### config.mk
export PLATFORM = sky130hd
export DESIGN_NAME = mode_counter
export DESIGN_NICKNAME = d
export VERILOG_FILES = /design/src/rtl/mode_counter.sv
export SDC_FILE = /design/constraint.sdc
export NUM_CORES = 1
export LEC_CHECK = 0
export ABC_CLOCK_PERIOD_IN_PS = 2650
export BUFFER_PORTS_ARGS = -buffer_cell sky130_fd_sc_hd__buf_2
export CAP_MARGIN = 15
export CORE_UTILIZATION = 35
export CTS_BUF_LIST = sky130_fd_sc_hd__clkbuf_4 sky130_fd_sc_hd__clkbuf_8
export DETAILED_ROUTE_END_ITERATION = 6
export PLACE_DENSITY = 0.64
export SYNTH_ARGS = -nofsm -noshare
export SYNTH_HDL_FRONTEND = slang
export SYNTH_SLANG_ARGS = --single-unit
### constraint.sdc
create_clock -name clk -period 2.65 [get_ports clk]
set_clock_uncertainty 0.2 [all_clocks]
set_input_delay 0.53 -clock clk [delete_from_list [all_inputs] [get_ports clk]]
set_output_delay 0.53 -clock clk [all_outputs]
set_load 0.005 [all_outputs]
### src/rtl/mode_counter.sv
// mode_counter: up/down counter with wrap, saturate, modulo-N and Gray modes.
// Ports: clk, rst (async, active-high), en, up, mode[1:0], load,
//   load_val[W], limit[W] -> q[W] (Gray in mode 11), tc (registered flag).
module mode_counter #(
  parameter int WIDTH     = 8,
  parameter int RESET_VAL = 0
) (
  input  logic             clk,
  input  logic             rst,
  input  logic             en,
  input  logic             up,
  input  logic [1:0]       mode,
  input  logic             load,
  input  logic [WIDTH-1:0] load_val,
  input  logic [WIDTH-1:0] limit,
  output logic [WIDTH-1:0] q,
  output logic             tc
);

  typedef enum logic [1:0] {
    M_WRAP = 2'b00,
    M_SAT  = 2'b01,
    M_MOD  = 2'b10,
    M_GRAY = 2'b11
  } mode_e;

  localparam logic [WIDTH-1:0] RST_V = WIDTH'(RESET_VAL);
  localparam logic [WIDTH-1:0] ZERO  = '0;
  localparam logic [WIDTH-1:0] MAXV  = '1;
  localparam logic [WIDTH-1:0] ONE   = {{(WIDTH-1){1'b0}}, 1'b1};

  logic [WIDTH-1:0] cnt_q, cnt_d;
  logic             tc_q, tc_d;
  mode_e            md;

  assign md = mode_e'(mode);

  always_comb begin
    cnt_d = cnt_q;
    tc_d  = 1'b0;
    if (load) begin
      cnt_d = load_val;
    end else if (en) begin
      unique case (md)
        M_WRAP, M_GRAY: begin
          if (up) begin
            cnt_d = cnt_q + ONE;
            tc_d  = (cnt_q == MAXV);
          end else begin
            cnt_d = cnt_q - ONE;
            tc_d  = (cnt_q == ZERO);
          end
        end
        M_SAT: begin
          // At the bound the count holds and tc is reasserted every step.
          if (up) begin
            if (cnt_q == MAXV) tc_d = 1'b1;
            else cnt_d = cnt_q + ONE;
          end else begin
            if (cnt_q == ZERO) tc_d = 1'b1;
            else cnt_d = cnt_q - ONE;
          end
        end
        M_MOD: begin
          // Out-of-range counts (above limit) fold back on the next step.
          if (up) begin
            if (cnt_q >= limit) begin
              cnt_d = ZERO;
              tc_d  = 1'b1;
            end else begin
              cnt_d = cnt_q + ONE;
            end
          end else begin
            if (cnt_q == ZERO || cnt_q > limit) begin
              cnt_d = limit;
              tc_d  = 1'b1;
            end else begin
              cnt_d = cnt_q - ONE;
            end
          end
        end
        default: begin
          cnt_d = cnt_q;
          tc_d  = 1'b0;
        end
      endcase
    end
  end

  always_ff @(posedge clk or posedge rst) begin
    if (rst) begin
      cnt_q <= RST_V;
      tc_q  <= 1'b0;
    end else begin
      cnt_q <= cnt_d;
      tc_q  <= tc_d;
    end
  end

  assign q  = (md == M_GRAY) ? (cnt_q ^ (cnt_q >> 1)) : cnt_q;
  assign tc = tc_q;

endmodule

**Word-level counts from Yosys, hierarchy flattened**

Index checks and enable logic that the tools add are counted.

- Add/subtract/negate cells: 2
- Muxes and demuxes: 21
- Order comparisons: 2
- Eq/ne operators: 6
- Bitwise operators: 1
- Reduce and logical (&&, ||, !) cells: 6

Operators by type and width:

| kind | number |
|---|---|
| 2-to-1 mux 8 bit | 10 |
| one-hot mux 8 bit (3 select lines) | 1 |
| 2-to-1 mux 1 bit | 9 |
| adder 8 x 1 -> 8 bit (second input constant) | 1 |
| == test 8 bit (second input constant) | 1 |
| >= comparator 8 bit | 1 |
| > comparator 8 bit | 1 |
| logical NOT 8 bit | 1 |
| != test 4 bit (second input constant) | 2 |
| subtractor 8 x 1 -> 8 bit (second input constant) | 1 |
| bitwise XOR 8 x 7 -> 8 bit | 1 |
| == test 2 bit (second input constant) | 2 |
| one-hot mux 1 bit (3 select lines) | 1 |
| AND reduction 3 bit | 1 |
| == test 2 x 1 -> 1 bit (second input constant) | 1 |
| logical NOT 2 bit | 1 |
| nonzero test 2 bit | 1 |
| OR reduction 2 bit | 1 |
| logical OR 1 bit | 1 |

- Input port bits: 23
- Register bits after elaboration: 9

**Depth between registers and ports, before layout**

- Depth in word-level cells: 7
- Mapped depth: 10

**Worst setup path before layout**

OpenSTA, ideal clock, no wires.

- Path kind: flip-flop to flip-flop
- Start: reg cnt_q[0]
- End: reg cnt_q[6]
- Path slack: 0.209 ns
- Data arrival time: 2.117 ns
- Path buffers: 1
- Cell stages (with the launch flop): 10
- Cells stage by stage: dfrtp_1 > clkbuf_1 > inv_1 > ha_1 > nor2b_2 > o211ai_2 > a21o_1 > a311oi_4 > mux2i_1 > a211o_1

- Word-level cells in the longest chain between the ends: 7
- Elaborated cells on any way between the ends: 20
- Classes of those cells: add/sub: 2; order compare: 2; eq/ne: 3; mux: 10; reduce/logical: 3

Ends and longest elaborated chain:

| item | RTL line | RTL |
|---|---|---|
| start: declaration | 32 | `logic [WIDTH-1:0] cnt_q, cnt_d;` |
| start signal: assignment | 95 | `cnt_q <= cnt_d;` |
| > comparator 8 bit / logical NOT 8 bit (equally long branches) | 74, 60 |  |
| logical OR 1 bit | 74 | `if (cnt_q == ZERO \|\| cnt_q > limit) begin` |
| 2-to-1 mux 8 bit | 74 |  |
| 2-to-1 mux 8 bit | 66 | `if (up) begin` |
| one-hot mux 8 bit (3 select lines) | 44 | `unique case (md)` |
| 2-to-1 mux 8 bit | 43 | `end else if (en) begin` |
| 2-to-1 mux 8 bit | 41 | `if (load) begin` |

Several ways; a longest one is shown, not always the timed one. The select of a mux whose other input is x is not followed.
A chain may end at the register's enable or synchronous reset.

**Final worst setup path**

- Start: reg cnt_q[4]
- End: reg cnt_q[5]

Same word-level chain as after synthesis.

==> flow_metrics.tcl <==
set metrics [dict create \
    outcome "completed" \
    wl_per_cell_microns 14.77 \
    nets 282 \
    drive_gt1_frac 0.2845 \
    crit_path_max_fanout 6 \
    synth_top_family_by_area "compound AO/OA/AOI/OAI gates" \
    drtIter0Drc 101 \
    path_delay_family "simple AND/OR/NAND/NOR gates" \
    totalWireLength_mm 4.165 \
    dp_hpwl_mm 3.370 \
    yosysMostFrequentCell "ha_1" \
    max_slew_margin 0.7138 \
    synth_edf_count 0 \
    synthCells 184 \
    chipHeight_microns 67.69 \
    synth-seq-cells 9 \
    fp-row-count 23 \
    yosys.area_share.simple 0.1674 \
    p_switching_uw 446.6 \
    crit_chain "inv_1 > ha_1 > and4_1 > nor3_1 > a311oi_4 > buf_4 > a211o_1 > o211ai_1" \
    synth_area_leaders "ha_1 (22%), dfrtp_1 (15%), mux2i_1 (6.6%)" \
    synth_compound_area_frac 0.2262 \
    gp_congestion 0.8942 \
    tns_ns 0 \
    area_growth_pct 25.60 \
    power.clock.fraction 0.175 \
    worstPathArrival_ns 2.36 \
    initial_utilization 0.3722 \
    ys_async_sr_fraction 1.000 \
    setup_viol 0 \
    cp.required_ns 2.60 \
    synth_flop_cell "dfrtp_1" \
    share_seq_of_total_power 0.200 \
    rsz0062_at_grt "no" \
    grt-ovfl-total 0 \
    antenna_found_initial 0 \
    slowest_delay_ns 0.45 \
    min_period_over_period 0.9096 \
    synthTopCellsByCount "ha_1 (26), inv_1 (19), nand2_1 (18)" \
    synth.net_count 233 \
    io_buffers 31 \
    final_cells 282 \
    ir_drop_uv 196.5 \
    netlist_area_sq_mm 0.001510 \
    drt-pass1-iter-count 4 \
    synth_area_leader_cell "ha_1" \
    worstHoldPathType "input port to async pin" \
    crit_buf_inv 2 \
    die_x_microns 67.69 \
    hold_buffers 0 \
    clk_latency_ns 0.24 \
    worst_slew_pin_slew_ns 0.4185 \
    grt_start_max_net_pins 16 \
    grt_pass1_wl_mm 6.624 \
    first_global_vias 1359 \
    power.internal_uw 606.6 \
    ant_nets 0 \
    cap_viol_max_count 0 \
    clock_sinks 9 \
    powerDensity_mw_per_mm2 555.3 \
    drv_slew 0 \
    core_sq_mm 0.004058 \
    share_comb_of_total_power 0.626 \
    cp_slowest_cell "dfrtp_1" \
    track_usage 0.1979 \
    yosys.area_share.adder 0.2154 \
    worstSetupPathType "flip-flop to flip-flop" \
    max_freq_mhz 414.9 \
    ys_warn_count 0 \
    vias 1482 \
    numCtsBuffers 3 \
    drc 0 \
    synthMuxAreaShare 0.1110 \
    synth-xor-area-share 0.06379 \
    synth_top_area_frac 0.2154 \
    clockBufferDepth 2 \
    post_cts_buffers 0 \
    root_buffer "clkbuf_8" \
    dp_cells 278 \
    final.min_clock_period_ns 2.410 \
    crit_path_start_kind "flip-flop" \
    switching_share 0.4241 \
    post_cts_resized 0 \
    die_area_sq_mm 0.004581 \
    cts-htree-levels 1 \
    yosysUniqueCellTypes 43 \
    avgSynthCellArea_sq_um 8.208 \
    pin_count 32 \
    leakage_nw 0.9430 \
    cts.clk_slew.worst_paths_ns 0.05 \
    ys_seq_area_frac 0.1491 \
    routed_via_density 5.255 \
    hold_viol 0 \
    antenna_cells 0 \
    cp-end-kind "flip-flop" \
    cts_tree "yes" \
]
metal layers:
layer | routed length (microns) | global-route usage | up-vias
met5 | 0 | 0 | -
met4 | 47 | 0.06117 | 0
met3 | 306 | 0.01858 | 5
met2 | 1914 | 0.3119 | 59
met1 | 1896 | 0.2789 | 666
li1 | - | - | 752
final cells by class:
class | instances | area [sq um]
Timing Repair Buffer | 51 | 305.3
Multi-Input combinational cell | 149 | 1184
Sequential cell | 9 | 225.2
Inverter | 19 | 71.32
Tap cell | 50 | 62.56
Fill cell | 397 | 2161
Clock buffer | 4 | 48.80
kinds of logic (layout without fill, tap and decap cells):
group | Yosys count | after routing
buf+inv | 26 | 74
xor+xnor | 11 | 11
fa+ha+maj | 26 | 26
compound gates | 46 | 46
mux | 16 | 16
flops | 9 | 9
simple gates | 50 | 50
per-stage QoR:
stage	hold WS [ns]	area, sq um	setup WS, ns	total power [mW]	utilization
after global placement	0.3476	1848	0.1106	0.8641	0.4554
after global routing	0.09954	1897	0.05187	1.151	0.4675
after floorplan	0.1579	1510	0.2095	0.6419	-
after CTS	0.1006	1897	0.2526	1.055	0.4675
final	0.07376	1897	0.2396	1.053	0.4675
after detailed placement	0.3533	1848	0.1059	0.8669	0.4554
cell usage in the layout, fill, tap and decap left out, types with 9 or more instances in the layout:
cell type / n
xnor2_1: 10
buf_4: 20
dfrtp_1: 9
nor2_1: 9
a21oi_1: 10
buf_2: 31
ha_1: 26
nand2_1: 18
inv_1: 19
mux2i_1: 10
registers in the layout, summed over array words and instances, names as in the netlist:
signal	cells
cnt_q	8
tc	1
path summary, 6_finish.rpt:
| kind | from | end | slack [ns] | cells past startpoint |
|---|---|---|---|---|
| worst max-delay path | cnt_q[4]$_DFFE_PP0P_ | cnt_q[5]$_DFFE_PP0P_ | 0.24 | 8 |
| worst min-delay path | rst | tc$_DFF_PP0_ | 0.07 | 2 |
| worst min register to register | cnt_q[7]$_DFFE_PP0P_ | cnt_q[7]$_DFFE_PP0P_ | 0.55 | 3 |
| max in group asynchronous | rst | cnt_q[4]$_DFFE_PP0P_ | 1.87 | 2 |
| worst max register to register | cnt_q[4]$_DFFE_PP0P_ | cnt_q[5]$_DFFE_PP0P_ | 0.24 | 8 |
| min in group clk | limit[5] | cnt_q[5]$_DFFE_PP0P_ | 0.37 | 3 |
power by group through the flow:
stage | sequential (mW) | combinational, mW | clock (mW)
floorplan | 0.207 | 0.435 | 0
global placement | 0.213 | 0.652 | 0
detailed placement | 0.212 | 0.655 | 0
CTS | 0.210 | 0.659 | 0.185
global route | 0.215 | 0.743 | 0.193
finish | 0.210 | 0.659 | 0.184
No activity file was read; power rests on OpenSTA's default activity.
